[src/rtl/lsu_queue_if.sv]
// Pipeline, memory and writeback signals of the lsu_queue load/store unit.
// Optional `misalign` signal exists only when LSU_MISALIGN_CHK_EN is defined.
interface lsu_queue_if #(
  parameter int DATA_W = 32,
  parameter int ADDR_W = 32
);
  localparam int NB = DATA_W / 8;

  // execute-stage request
  logic              lsinstr;
  logic [ADDR_W-1:0] ADDR_IN;
  logic [DATA_W-1:0] ls_mux;
  logic              ls_mux_sel;
  logic [1:0]        ls_size;
  logic              ls_unsigned;
  logic              lsu_full;

  // memory port
  logic              proc_req;
  logic [ADDR_W-1:0] ADDR_OUT;
  logic              we;
  logic [NB-1:0]     be;
  logic [DATA_W-1:0] data_reg;
  logic              mem_rdy;
  logic              valid;
  logic [DATA_W-1:0] Rdata;

  // writeback
  logic [DATA_W-1:0] write_out;
  logic              wen;
  logic              store_ok;
`ifdef LSU_MISALIGN_CHK_EN
  logic              misalign;
`endif

  modport slave (
    input  lsinstr, ADDR_IN, ls_mux, ls_mux_sel, ls_size, ls_unsigned,
    input  mem_rdy, valid, Rdata,
    output lsu_full, proc_req, ADDR_OUT, we, be, data_reg,
    output write_out, wen, store_ok
`ifdef LSU_MISALIGN_CHK_EN
    , output misalign
`endif
  );

  modport master (
    output lsinstr, ADDR_IN, ls_mux, ls_mux_sel, ls_size, ls_unsigned,
    output mem_rdy, valid, Rdata,
    input  lsu_full, proc_req, ADDR_OUT, we, be, data_reg,
    input  write_out, wen, store_ok
`ifdef LSU_MISALIGN_CHK_EN
    , input misalign
`endif
  );
endinterface

[src/rtl/lsu_queue.sv]
// In-order load/store queue issuing one memory request at a time.
// Define LSU_MISALIGN_CHK_EN to drop misaligned entries with a `misalign` pulse.
module lsu_queue #(
  parameter int DATA_W = 32,
  parameter int ADDR_W = 32,
  parameter int DEPTH  = 4
) (
  input  logic        clk,
  input  logic        rst,
  lsu_queue_if.slave  bus
);
  localparam int NB  = DATA_W / 8;
  localparam int OFS = $clog2(NB);
  localparam int PW  = $clog2(DEPTH);

  typedef enum logic [1:0] {IDLE, REQ, WAIT} state_t;
  state_t r_state;

  logic [ADDR_W-1:0] r_q_addr [DEPTH];
  logic [DATA_W-1:0] r_q_data [DEPTH];
  logic              r_q_st   [DEPTH];
  logic [1:0]        r_q_size [DEPTH];
  logic              r_q_uns  [DEPTH];

  logic [PW-1:0] r_head, r_tail;
  logic [PW:0]   r_count;

  logic              r_proc_req, r_we, r_wen, r_store_ok;
  logic [ADDR_W-1:0] r_addr_out;
  logic [NB-1:0]     r_be;
  logic [DATA_W-1:0] r_data_reg, r_write_out;

  // fields of the entry currently being serviced, kept for response decode
  logic              r_cur_st, r_cur_uns;
  logic [1:0]        r_cur_size;
  logic [OFS-1:0]    r_cur_ofs;
`ifdef LSU_MISALIGN_CHK_EN
  logic              r_cur_mis, r_misalign, w_fill_mis;
`endif

  logic              w_full, w_accept, w_pop, w_enter_req, w_use_in;
  logic [PW:0]       w_cnt_after;
  logic [PW-1:0]     w_rd_ptr;
  logic [ADDR_W-1:0] w_fill_addr;
  logic [DATA_W-1:0] w_fill_data, w_rep, w_shift, w_lmask, w_load_res;
  logic              w_fill_st, w_fill_uns, w_sbit;
  logic [1:0]        w_fill_raw, w_fill_size;
  logic [3:0]        w_nbytes, w_ofs4, w_lim;
  logic [NB-1:0]     w_be;

  assign w_full   = (r_count == (PW+1)'(DEPTH));
  assign w_accept = bus.lsinstr && !w_full;

  always_comb begin
    w_pop = (r_state == WAIT) && bus.valid;
`ifdef LSU_MISALIGN_CHK_EN
    if (r_state == REQ && r_cur_mis)
      w_pop = 1'b1;
`endif
  end

  assign w_cnt_after = r_count + (PW+1)'(w_accept) - (PW+1)'(w_pop);
  assign w_enter_req = ((r_state == IDLE) && (r_count != '0)) ||
                       (w_pop && (w_cnt_after != '0));

  // After a pop the next entry is head+1; if the queue held only the popped
  // entry, the next one is the request being accepted on this very edge.
  assign w_rd_ptr = (r_state == IDLE) ? r_head : r_head + 1'b1;
  assign w_use_in = (r_state != IDLE) && (r_count == (PW+1)'(1));

  always_comb begin
    if (w_use_in) begin
      w_fill_addr = bus.ADDR_IN;
      w_fill_data = bus.ls_mux;
      w_fill_st   = bus.ls_mux_sel;
      w_fill_raw  = bus.ls_size;
      w_fill_uns  = bus.ls_unsigned;
    end else begin
      w_fill_addr = r_q_addr[w_rd_ptr];
      w_fill_data = r_q_data[w_rd_ptr];
      w_fill_st   = r_q_st[w_rd_ptr];
      w_fill_raw  = r_q_size[w_rd_ptr];
      w_fill_uns  = r_q_uns[w_rd_ptr];
    end
  end

  // doubleword on a 32-bit port degrades to word
  assign w_fill_size = (DATA_W == 32 && w_fill_raw == 2'b11) ? 2'b10 : w_fill_raw;

  always_comb begin
    case (w_fill_size)
      2'b00:   w_nbytes = 4'd1;
      2'b01:   w_nbytes = 4'd2;
      2'b10:   w_nbytes = 4'd4;
      default: w_nbytes = 4'd8;
    endcase
  end

  assign w_ofs4 = 4'(w_fill_addr[OFS-1:0]);
  assign w_lim  = w_ofs4 + w_nbytes;

  // Per-lane enable and store-data replication; lanes past NB simply vanish.
  generate
    for (genvar gi = 0; gi < NB; gi++) begin : g_lane
      assign w_be[gi] = (4'(gi) >= w_ofs4) && (4'(gi) < w_lim);
      assign w_rep[8*gi +: 8] =
        (w_fill_size == 2'b00) ? w_fill_data[7:0] :
        (w_fill_size == 2'b01) ? w_fill_data[8*(gi%2) +: 8] :
        (w_fill_size == 2'b10) ? w_fill_data[8*(gi%4) +: 8] :
                                 w_fill_data[8*(gi%8) +: 8];
    end
  endgenerate

`ifdef LSU_MISALIGN_CHK_EN
  always_comb begin
    case (w_fill_size)
      2'b01:   w_fill_mis = w_fill_addr[0];
      2'b10:   w_fill_mis = |w_fill_addr[1:0];
      2'b11:   w_fill_mis = |w_fill_addr[2:0];
      default: w_fill_mis = 1'b0;
    endcase
  end
`endif

  assign w_shift = bus.Rdata >> {r_cur_ofs, 3'b000};

  always_comb begin
    case (r_cur_size)
      2'b00: begin
        w_lmask = DATA_W'(8'hFF);
        w_sbit  = w_shift[7];
      end
      2'b01: begin
        w_lmask = DATA_W'(16'hFFFF);
        w_sbit  = w_shift[15];
      end
      2'b10: begin
        w_lmask = DATA_W'(32'hFFFF_FFFF);
        w_sbit  = w_shift[31];
      end
      default: begin
        w_lmask = '1;
        w_sbit  = w_shift[DATA_W-1];
      end
    endcase
    w_load_res = (w_shift & w_lmask) | ((!r_cur_uns && w_sbit) ? ~w_lmask : '0);
  end

  // Queue storage: no reset, so it maps onto plain RAM.
  always_ff @(posedge clk) begin
    if (w_accept) begin
      r_q_addr[r_tail] <= bus.ADDR_IN;
      r_q_data[r_tail] <= bus.ls_mux;
      r_q_st[r_tail]   <= bus.ls_mux_sel;
      r_q_size[r_tail] <= bus.ls_size;
      r_q_uns[r_tail]  <= bus.ls_unsigned;
    end
  end

  always_ff @(posedge clk) begin
    if (rst) begin
      r_state     <= IDLE;
      r_head      <= '0;
      r_tail      <= '0;
      r_count     <= '0;
      r_proc_req  <= 1'b0;
      r_we        <= 1'b0;
      r_be        <= '0;
      r_addr_out  <= '0;
      r_data_reg  <= '0;
      r_write_out <= '0;
      r_wen       <= 1'b0;
      r_store_ok  <= 1'b0;
      r_cur_st    <= 1'b0;
      r_cur_uns   <= 1'b0;
      r_cur_size  <= 2'b00;
      r_cur_ofs   <= '0;
`ifdef LSU_MISALIGN_CHK_EN
      r_cur_mis   <= 1'b0;
      r_misalign  <= 1'b0;
`endif
    end else begin
      r_wen      <= 1'b0;
      r_store_ok <= 1'b0;
`ifdef LSU_MISALIGN_CHK_EN
      r_misalign <= 1'b0;
`endif
      if (w_accept) r_tail <= r_tail + 1'b1;
      if (w_pop)    r_head <= r_head + 1'b1;
      r_count <= w_cnt_after;

      case (r_state)
        IDLE: begin
          if (r_count != '0) r_state <= REQ;
        end
        REQ: begin
`ifdef LSU_MISALIGN_CHK_EN
          if (r_cur_mis) begin
            r_misalign <= 1'b1;
            r_state    <= (w_cnt_after != '0) ? REQ : IDLE;
          end else
`endif
          if (bus.mem_rdy) begin
            r_state    <= WAIT;
            r_proc_req <= 1'b0;
          end
        end
        WAIT: begin
          if (bus.valid) begin
            if (r_cur_st) begin
              r_store_ok <= 1'b1;
            end else begin
              r_wen       <= 1'b1;
              r_write_out <= w_load_res;
            end
            r_state <= (w_cnt_after != '0) ? REQ : IDLE;
          end
        end
        default: r_state <= IDLE;
      endcase

      if (w_enter_req) begin
        r_addr_out <= w_fill_addr & ~ADDR_W'(NB - 1);
        r_we       <= w_fill_st;
        r_be       <= w_be;
        r_data_reg <= w_rep;
        r_cur_st   <= w_fill_st;
        r_cur_uns  <= w_fill_uns;
        r_cur_size <= w_fill_size;
        r_cur_ofs  <= w_fill_addr[OFS-1:0];
`ifdef LSU_MISALIGN_CHK_EN
        r_cur_mis  <= w_fill_mis;
        r_proc_req <= !w_fill_mis;
`else
        r_proc_req <= 1'b1;
`endif
      end
    end
  end

  assign bus.lsu_full  = w_full;
  assign bus.proc_req  = r_proc_req;
  assign bus.ADDR_OUT  = r_addr_out;
  assign bus.we        = r_we;
  assign bus.be        = r_be;
  assign bus.data_reg  = r_data_reg;
  assign bus.write_out = r_write_out;
  assign bus.wen       = r_wen;
  assign bus.store_ok  = r_store_ok;
`ifdef LSU_MISALIGN_CHK_EN
  assign bus.misalign  = r_misalign;
`endif

endmodule

[src/flat_wrapper.sv]
// flat-port wrapper written by rule: the top's interface ports become plain ports
module lsu_queue_flat 
#(
  parameter int DATA_W = 32,
  parameter int ADDR_W = 32,
  parameter int DEPTH  = 4
)
  (clk, rst, bus_lsinstr, bus_ADDR_IN, bus_ls_mux, bus_ls_mux_sel, bus_ls_size, bus_ls_unsigned, bus_mem_rdy, bus_valid, bus_Rdata, bus_lsu_full, bus_proc_req, bus_ADDR_OUT, bus_we, bus_be, bus_data_reg, bus_write_out, bus_wen, bus_store_ok);
  lsu_queue_if #(.DATA_W(DATA_W), .ADDR_W(ADDR_W)) bus_i ();
  input  logic clk;
  input  logic rst;
  input wire logic [$bits(bus_i.lsinstr)-1:0] bus_lsinstr;
  input wire logic [$bits(bus_i.ADDR_IN)-1:0] bus_ADDR_IN;
  input wire logic [$bits(bus_i.ls_mux)-1:0] bus_ls_mux;
  input wire logic [$bits(bus_i.ls_mux_sel)-1:0] bus_ls_mux_sel;
  input wire logic [$bits(bus_i.ls_size)-1:0] bus_ls_size;
  input wire logic [$bits(bus_i.ls_unsigned)-1:0] bus_ls_unsigned;
  input wire logic [$bits(bus_i.mem_rdy)-1:0] bus_mem_rdy;
  input wire logic [$bits(bus_i.valid)-1:0] bus_valid;
  input wire logic [$bits(bus_i.Rdata)-1:0] bus_Rdata;
  output wire logic [$bits(bus_i.lsu_full)-1:0] bus_lsu_full;
  output wire logic [$bits(bus_i.proc_req)-1:0] bus_proc_req;
  output wire logic [$bits(bus_i.ADDR_OUT)-1:0] bus_ADDR_OUT;
  output wire logic [$bits(bus_i.we)-1:0] bus_we;
  output wire logic [$bits(bus_i.be)-1:0] bus_be;
  output wire logic [$bits(bus_i.data_reg)-1:0] bus_data_reg;
  output wire logic [$bits(bus_i.write_out)-1:0] bus_write_out;
  output wire logic [$bits(bus_i.wen)-1:0] bus_wen;
  output wire logic [$bits(bus_i.store_ok)-1:0] bus_store_ok;
  assign bus_i.lsinstr = bus_lsinstr;
  assign bus_i.ADDR_IN = bus_ADDR_IN;
  assign bus_i.ls_mux = bus_ls_mux;
  assign bus_i.ls_mux_sel = bus_ls_mux_sel;
  assign bus_i.ls_size = bus_ls_size;
  assign bus_i.ls_unsigned = bus_ls_unsigned;
  assign bus_i.mem_rdy = bus_mem_rdy;
  assign bus_i.valid = bus_valid;
  assign bus_i.Rdata = bus_Rdata;
  assign bus_lsu_full = bus_i.lsu_full;
  assign bus_proc_req = bus_i.proc_req;
  assign bus_ADDR_OUT = bus_i.ADDR_OUT;
  assign bus_we = bus_i.we;
  assign bus_be = bus_i.be;
  assign bus_data_reg = bus_i.data_reg;
  assign bus_write_out = bus_i.write_out;
  assign bus_wen = bus_i.wen;
  assign bus_store_ok = bus_i.store_ok;
  lsu_queue #(.DATA_W(DATA_W), .ADDR_W(ADDR_W), .DEPTH(DEPTH)) u_core (.clk(clk), .rst(rst), .bus(bus_i));
endmodule
[config.mk]
export PLATFORM = sky130hd
export DESIGN_NAME = lsu_queue_flat
export DESIGN_NICKNAME = d
export VERILOG_FILES = /design/src/rtl/lsu_queue_if.sv /design/src/rtl/lsu_queue.sv /design/src/flat_wrapper.sv
export SDC_FILE = /design/constraint.sdc
export NUM_CORES = 1
export LEC_CHECK = 0
export CORE_ASPECT_RATIO = 1.5
export CORE_MARGIN = 5
export CORE_UTILIZATION = 50
export CTS_BUF_LIST = sky130_fd_sc_hd__clkbuf_8 sky130_fd_sc_hd__clkbuf_16
export DETAILED_ROUTE_END_ITERATION = 8
export GPL_ROUTABILITY_DRIVEN = 0
export HOLD_SLACK_MARGIN = 0.05
export MAX_ROUTING_LAYER = met4
export PLACE_DENSITY_LB_ADDON = 0.25
export SLEW_MARGIN = 20
export SYNTH_ARGS = -nofsm -noshare
export SYNTH_HDL_FRONTEND = slang
export SYNTH_SLANG_ARGS = --single-unit
[constraint.sdc]
create_clock -name clk -period 4.7 [get_ports clk]
set_input_delay 0.94 -clock clk [delete_from_list [all_inputs] [get_ports clk]]
set_output_delay 0.94 -clock clk [all_outputs]
set_load 0.02 [all_outputs]
Word-level counts from Yosys, hierarchy flattened --
Memory sizes are Yosys's and may differ from the RTL's. Cells that the tools add are included.
Word-level totals: flip-flop bits (word level) 116, memory bits (writable) 272, bits of input ports 105, logic and storage cells 104, memories 5
Cells by class: $add $sub $neg 5, magnitude comparators 8, equal/unequal tests 11, shift operators 1, mux-type cells 28, bitwise operators 6, reduce and logical (&&, ||, !) cells 25
Memories:
- u_core.r_q_addr | depth 4, width 32, read ports 1, clocked after memory_dff 0, write ports 1, line lsu_queue.sv:19 | logic [ADDR_W-1:0] r_q_addr [DEPTH];
- u_core.r_q_data | depth 4, width 32, read ports 1, clocked after memory_dff 0, write ports 1, line lsu_queue.sv:20 | logic [DATA_W-1:0] r_q_data [DEPTH];
- u_core.r_q_size | depth 4, width 2, read ports 1, clocked after memory_dff 0, write ports 1, line lsu_queue.sv:22 | logic [1:0] r_q_size [DEPTH];
- u_core.r_q_st | depth 4, width 1, read ports 1, clocked after memory_dff 0, write ports 1, line lsu_queue.sv:21 | logic r_q_st [DEPTH];
- u_core.r_q_uns | depth 4, width 1, read ports 1, clocked after memory_dff 0, write ports 1, line lsu_queue.sv:23 | logic r_q_uns [DEPTH];
Operators by type and width (count):
- $mux 32 | 3
- $pmux 32 s2 | 1
- $mux 8 | 5
- $and 32x32->32 | 1
- $not 32->32 | 1
- $or 32x32->32 | 1
- $shr 32x5->32 | 1
- $mux 2 | 6
- $pmux 4 s3 | 1
- $logic_and 1x1->1 | 10
- $mux 1 | 10
- $lt 1x4->1 const A | 2
- $lt 2x4->1 const A | 2
- $eq 2x1->1 const B | 3
- $eq 2x2->1 const B | 3
- $logic_not 2->1 | 3
- $ne 2x2->1 const B | 3
- $pmux 2 s3 | 1
- $reduce_and 3->1 | 2
- $reduce_bool 2->1 | 3
- $reduce_bool 3->1 | 2
- $add 2x1->2 const B | 2
- $add 2x4->4 | 1
- $ge 1x2->1 const A | 2
- other kinds (11) | 15

Logic depth before layout (Yosys ltp) --
Gate-level depths: netlist of run 1. An unclocked memory read counts as a cell.
depth in word-level cells 11, depth in mapped cells 15, mapped depth without buffers 12

Worst setup path after synthesis of run 1 --
Ideal clock, no wire load.
kind input-to-reg, start point input port bus_lsinstr, end point memory u_core.r_q_addr[0][0] (enable), setup time 0.433 ns, arrival time 2.919 ns, data required time 4.267 ns, slack 1.347 ns, stages 3, path through nor2b_1 -> clkbuf_1 -> and2_1
Between the ends: cells in the longest elaborated chain, start to end 3
Ends and longest elaborated chain:
- start, declared | line flat_wrapper.sv:12 | input wire logic [$bits(bus_i.lsinstr)-1:0] bus_lsinstr;
- $logic_and 1x1->1 | line lsu_queue.sv:52 | assign w_accept = bus.lsinstr && !w_full;
- via u_core.w_accept | line lsu_queue.sv:41 | logic w_full, w_accept, w_pop, w_enter_req, w_use_in;
- $mux 1 | line lsu_queue.sv:151 | if (w_accept) begin
- $mux 1 (implied by the code) | line lsu_queue.sv:152 | r_q_addr[r_tail] <= bus.ADDR_IN;
- end, declared | line lsu_queue.sv:19
The timed path passes the listed nets, and every way through them passes these cells.

Worst setup path after layout of run 1 --
start point register u_core.r_state[1], end point register u_core.r_be[2], in the netlist u_core.bus.be[2]
Between the ends: cells in the longest elaborated chain, start to end 11
Ends and longest elaborated chain:
- start, declared | line lsu_queue.sv:17 | state_t r_state;
- start signal, assigned | line lsu_queue.sv:216 | r_state <= (w_cnt_after != '0) ? REQ : IDLE;
- $logic_not 2->1 | line lsu_queue.sv:63, lsu_queue.sv:68
- $mux 2 | line lsu_queue.sv:68 | assign w_rd_ptr = (r_state == IDLE) ? r_head : r_head + 1'b1;
- $mem_v2 4x2
- $mux 2 | line lsu_queue.sv:72 | if (w_use_in) begin
- $eq 2x2->1 | line lsu_queue.sv:88 | assign w_fill_size = (DATA_W == 32 && w_fill_raw == 2'b11) ? 2'b10 : w_fill_raw;
- $mux 2 | line lsu_queue.sv:88
- $eq 2x2->1 (tied with other cells)
- $pmux 4 s3 | line lsu_queue.sv:91 | case (w_fill_size)
- $add 2x4->4 | line lsu_queue.sv:100 | assign w_lim = w_ofs4 + w_nbytes;
- $lt 2x4->1 | line lsu_queue.sv:105 | assign w_be[gi] = (4'(gi) >= w_ofs4) && (4'(gi) < w_lim);
- $logic_and 1x1->1 | line lsu_queue.sv:105
- end signal, assigned | line lsu_queue.sv:225 | r_be <= w_be;
- end, declared | line lsu_queue.sv:30 | logic [NB-1:0] r_be;
Several ways; a longest one is shown, not always the timed one. A chain may end at the register's enable or synchronous reset.

==> run_results.csv, run 1 <==
group,metric,value,unit
routing,drt_wl_total,44600,um
synth,synth_largest_area_cell,"edfxtp_1",
critical_path,r2r-start,"u_core.r_state[1]",
routing,avgRoutedWirePerCell,23.1,um
synth,netlist_area,17200,sq um
layout,top_regs,"u_core.r_q_addr (128), u_core.r_q_data (128)",
sta,worst_slew_pin_slew,1090,ps
grt,grt_usage,23.5,%
clock_network,cts_tree,"built",
layout,fin_util,60.9,%
clock_network,cts.path.max_buffers,3,
sta,rsz0062_at_grt,"no",
critical_path,arrival,4370,ps
clock_network,postCtsSetupBuffers,0,
synth,ys.flop_type,"edfxtp_1",
power,p_leak,6.98,nW
routing,vias,11507,
critical_path,required,5140,ps
clock_network,root_buffer,"clkbuf_16",
sta,hold_viol_final,0,
clock_network,clk_pin_slew,70,ps
job,drv_cap,0,
floorplan,dieWidth,161,um
clock_network,cts_buffers,36,
place,dp_hpwl,29600,um
layout,nets,1591,
sta,drv_slew,0,
routing,drc_errors,0,
floorplan,core_area,34100,sq um
layout,drive_gt1_share,14.2,%
sta,clock.fmax,254,MHz
sta,fin_crit,3940,ps
grt,grt_antenna_before_repair,2,
sta,skew,14.7,ps
synth,syn_avg_cell_area,13.3,sq um
critical_path,crit_type,"reg -> reg",
grt,grt_pass1_wl,67800,um
clock_network,ctsHoldBuffers,0,
worst_hold_path,min_path_type,"reg -> reg",
grt,grt_overflow,0,
routing,detail_route.vias_per_cell,5.95,
synth,synth.top_cells.by_area,"edfxtp_1 (48%), dfxtp_1 (14%), mux4_2 (8.3%)",
layout,final_common_cell,"edfxtp_1",
critical_path,worstRegToRegCells,12,
synth,netlist.area_leader.share,47.6,%
grt,grt_max_degree,89,
synth,synth_edf_count,272,
layout,fillers,2622,
synth,async_flop_share,0,%
routing,first_iter_violations,838,
floorplan,initial_core_util,50.4,%
clock_network,cts_sinks,388,
clock_network,insertion_delay,540,ps
floorplan,die_area,38200,sq um
floorplan,dieHeight,237,um
grt,grt_pass1_vias,11851,
routing,drtPass1Iterations,5,
place,io_buffers,207,
sta,fin_setup_tns,0,ps
floorplan,rows,83,
synth,yosysSeqAreaShare,61.1,%
critical_path,worstSetupStartpointType,"register",
clock_network,htreeDepth,2,
critical_path,r2r_slack,760,ps
clock_network,cts.repair.resized,0,
worst_hold_path,hold_start,"u_core.bus.write_out[7]",
worst_hold_path,holdPathEnd,"u_core.bus.write_out[7]",
sta,fin_crit_sh,83.8,%
critical_path,r2r_end,"u_core.bus.be[2]",
sta,max-slew-margin-rel,27.0,%
layout,area_delta_synth_final,21.0,%
routing,antenna_left,0,
critical_path,cp_max_fo,15,
synth,synth_cells,1292,
status,status,"finished clean",
synth,ys.warnings.count,0,
synth,synth-seq-cells,388,
synth,netlist-cell-type-count,60,
power,ir_drop,401,uV
worst_hold_path,worstHoldPathCells,2,
floorplan,ios,210,
layout,final_cell_mix,"edfxtp_1 (272), clkdlybuf4s50_1 (206), nand2_1 (149)",
sta,setup_viol,0,
critical_path,end_kind,"register",
power,pwr_density_cell,567,nW/um^2
cell type report:
cell class | instances | area [sq um] | area share [%]
repair buffers | 247 | 2370 | 11.4
inverters | 12 | 45.0 | 0.217
multi-input cells | 793 | 6180 | 29.8
clock inverters | 23 | 109 | 0.524
flip-flops and latches | 388 | 10500 | 50.6
diodes | 2 | 5.00 | 0.0241
well taps | 425 | 532 | 2.56
clock buffers | 43 | 1020 | 4.91
synthesized netlist by cell type, types with 11 or more instances:
master    instances
nor3_1           14
o21ai_0          38
a21oi_1          58
o211ai_1         12
mux4_2           63
mux2i_1         100
dfxtp_1         116
nor2_1           98
clkbuf_1         48
nand2_1         149
nand3_1          14
a211oi_1         22
buf_4            13
o22ai_1          25
inv_1            11
nor2b_1          30
a311oi_1         35
edfxtp_1        272
mux2_2           37
buf_2            20
buf_1            13
cells by family (layout without fill, tap and decap cells):
family,after synthesis,after routing,synth area share (%)
xor+xnor,6,6,0.394
buf+inv,112,325,3.14
compound gates,232,232,8.93
fa+ha+maj,8,8,0.671
other cells,1,4,0.0219
mux,207,207,17.0
flops,388,388,61.1
simple gates,338,338,8.71
metal layers:
metal | routed length (um) | share of wire, % | track usage [%] | vias up
met5 | 0 | 0 | - | -
met4 | 2010 | 4.5 | 10.1 | 0
met3 | 2690 | 6.0 | 4.16 | 116
met2 | 22900 | 51 | 39.8 | 411
met1 | 17100 | 38 | 27.8 | 5715
li1 | - | - | - | 5265
stage by stage:
stage | area (sq um) | setup slack, ps | hold WS (ps) | power [mW] | instances
finish | 20800 | 763 | 454 | 11.8 | 1933
global route | 20800 | 544 | 476 | 12.4 | 1933
floorplan | 17200 | 1350 | 448 | 7.48 | 1293
detailed placement | 19600 | 484 | 450 | 9.05 | 1865
global placement | 19600 | 532 | 442 | 8.95 | 1865
CTS | 20800 | 806 | 456 | 11.9 | 1931
report_power, final:
group	internal, mW	total (mW)	switching (mW)
Combinational	1.90	4.44	2.55
Sequential	4.22	4.54	0.324
Clock	1.55	2.79	1.24
worst max-delay path, cell delays in order, from the launching register on:
cell	delay (ps)
dfxtp_1	690
or2_1	350
mux4_2	590
o31a_1	400
nor2_8	270
ha_1	200
inv_1	50
fa_1	490
nor2b_1	220
nor2_1	60
o311ai_0	100
o211ai_1	160
o32ai_1	260
how the worst max path moves through the flow:
stage                            from                 endpoint  slack [ps]  cells past startpoint
floorplan                 bus_lsinstr    u_core.r_q_addr[0][0]        1350                      3
global placement            bus_valid   u_core.bus.data_reg[6]         530                     12
detailed placement          bus_valid  u_core.bus.data_reg[26]         480                     12
CTS                 u_core.r_state[1]         u_core.bus.be[2]         810                     12
global route        u_core.r_state[1]         u_core.bus.be[2]         540                     12
finish              u_core.r_state[1]         u_core.bus.be[2]         760                     12
No activity file was read; power rests on OpenSTA's default activity.
==> inputs of run 2 (changes only) <==
==> constraint.sdc (replaced) <==
create_clock -name clk -period 3.9 [get_ports clk]
set_input_delay 0.78 -clock clk [delete_from_list [all_inputs] [get_ports clk]]
set_output_delay 0.78 -clock clk [all_outputs]
set_load 0.02 [all_outputs]
==> run 2 against run 1 <==
Against the previous run:
- sequential share of layout area down 0.59 points
- routed wire length is 0.81% higher
- sequential cell count did not move
- first-iteration DRC count shrank 11%
- die area unchanged
- combinational power rose by 25%
- maximum frequency grew 12%
==> run_results.csv, run 2 (synthesis gave the netlist of run 1 again) <==
group,metric,value,unit
status,status,"finished clean",
floorplan,initial_core_util,50.4,%
floorplan,rows,83,
sta,holdWs,453,ps
grt,grt_pass1_vias,11976,
floorplan,ios,210,
layout,top_regs,"u_core.r_q_addr (128), u_core.r_q_data (128)",
layout,drive_gt1_share,15.3,%
clock_network,cts_buffers,38,
floorplan,die_area,38200,sq um
sta,fin_setup_tns,0,ps
power,ir_drop,457,uV
routing,first_iter_violations,750,
grt,grt_antenna_before_repair,1,
grt,grt_max_degree,89,
routing,drt_wl_total,45000,um
clock_network,postCtsSetupBuffers,0,
critical_path,cp_max_fo,18,
clock_network,root_buffer,"clkbuf_16",
critical_path,critPathSlowestCell,"or3b_1",
grt,grt_usage,23.8,%
critical_path,crit_type,"reg -> reg",
routing,detail_route.vias_per_cell,5.94,
sta,fin_crit_sh,90.1,%
place,dp_hpwl,30100,um
power,p_leak,7.12,nW
sta,drv_slew,0,
critical_path,max_stage_delay,600,ps
sta,setup_viol,0,
worst_hold_path,min_path_type,"reg -> reg",
clock_network,cts_sinks,388,
critical_path,arrival,3960,ps
clock_network,cts.path.max_buffers,3,
sta,rsz0062_at_grt,"no",
clock_network,ctsHoldBuffers,0,
floorplan,dieHeight,237,um
place,dpl_cell_area,19800,sq um
job,drv_cap,0,
power,p_seq_share,37.5,%
sta,max-slew-margin-rel,29.0,%
critical_path,worstSetupStartpointType,"register",
grt,met3_usage,4.28,%
power,pwr_density_cell,692,nW/um^2
power,p_clk_share,24.3,%
grt,gr-max-usage-layer,"met2",
sta,worst_slack,387,ps
clock_network,htreeDepth,2,
grt,grt_pass1_wl,68600,um
floorplan,core_area,34100,sq um
grt,grt_use_met1,27.1,%
clock_network,clk_pin_slew,60,ps
layout,nets,1610,
sta,hold_viol_final,0,
clock_network,insertion_delay,540,ps
power,intPower,9.50,mW
power,power_frac_comb,38.2,%
critical_path,required,4340,ps
place,io_buffers,207,
routing,drtPass1Iterations,5,
place,post-place-ws,-17.2,ps
layout,final_cell_mix,"edfxtp_1 (272), clkdlybuf4s50_1 (206), nand2_1 (149)",
clock_network,cts_tree,"built",
routing,drc_errors,0,
critical_path,path_cells,"or3b_1 > nor2_4 > o31a_1 > nor2_8 > ha_1 > inv_1 > fa_1 > nor2b_1 > nor2_1 > o311ai_0 > o211ai_1 > o32ai_1",
sta,fin_crit,3510,ps
critical_path,end_kind,"register",
power,p_switching,5.04,mW
floorplan,dieWidth,161,um
clock_network,cts.repair.resized,0,
layout,final_common_cell,"edfxtp_1",
sta,worst_slew_pin_slew,1060,ps
layout,area_delta_synth_final,22.4,%
sta,clock.fmax,285,MHz
sta,skew,11.4,ps
layout,postLayoutCellArea,21000,sq um
grt,grt_overflow,0,
routing,antenna_left,0,
grt,use_met2,40.8,%
routing,avgRoutedWirePerCell,23.0,um
power,p_sw_share,34.7,%
routing,vias,11599,
run 2: cell count changes in the layout (fill, tap and decap cells not counted), sizes merged:
cell	previous run	this run
bufinv	0	3
clkinvlp	1	3
diode	2	1
buf	41	58
clkbuf	43	38
inv	23	27
run 2: stage by stage:
stage | util (%) | total power [mW] | instances
after CTS | 61.7 | 14.6 | 1952
after detailed placement | 58.1 | 11.1 | 1882
after global routing | 61.7 | 15.3 | 1953
final | 61.7 | 14.5 | 1953
after global placement | 58.1 | 10.9 | 1882
after floorplan | - | 9.01 | 1293
run 2: power groups by stage:
stage          clock network (mW)  logic, mW  registers [mW]
6_report                     3.54       5.55            5.45
5_1_grt                      3.78       5.97            5.50
4_1_cts                      3.59       5.57            5.45
3_5_place_dp                    0       5.53            5.53
3_3_place_gp                    0       5.44            5.51
2_1_floorplan                   0       3.28            5.74
run 2: layout make-up:
| type | count | area, sq um |
|---|---|---|
| Sequential cell | 388 | 10500 |
| Fill cell | 2675 | 13100 |
| Clock buffer | 38 | 951 |
| Tap cell | 425 | 532 |
| Inverter | 12 | 45.0 |
| Multi-Input combinational cell | 793 | 6180 |
| Timing Repair Buffer | 264 | 2550 |
| Antenna cell | 1 | 2.50 |
| Clock inverter | 32 | 246 |
run 2: worst paths after layout:
kind,start,endpoint,slack (ps),cells past startpoint
worst max-delay path,u_core.r_count[0],u_core.bus.be[2],390,12
worst min-delay path,u_core.bus.write_out[7],u_core.bus.write_out[7],450,2
worst max register to register,u_core.r_count[0],u_core.bus.be[2],390,12
worst min register to register,u_core.bus.write_out[7],u_core.bus.write_out[7],450,2
run 2: layer usage:
layer	up-vias	wire, um
met5	-	0
met4	0	2310
met3	106	2560
met2	396	23200
met1	5783	16900
li1	5314	-
run 2: worst max-delay path: cells and delay by family (launching register included):
family | cells | cell delay [ps]
buffers and inverters | 1 | 60
flip-flops | 1 | 420
adder cells (fa/ha/maj) | 2 | 630
AO/OA/AOI/OAI | 4 | 900
AND/OR/NAND/NOR | 5 | 1400
==> inputs of run 3 (changes only) <==
--- a/config.mk
+++ b/config.mk
@@ -14,6 +14,7 @@
 export HOLD_SLACK_MARGIN = 0.05
 export MAX_ROUTING_LAYER = met4
 export PLACE_DENSITY_LB_ADDON = 0.25
+export SKIP_LAST_GASP = 1
 export SLEW_MARGIN = 20
 export SYNTH_ARGS = -nofsm -noshare
 export SYNTH_HDL_FRONTEND = slang
==> results of run 3 <==
Same layout as run 2: the final DEF is identical, and so are final timing and power.
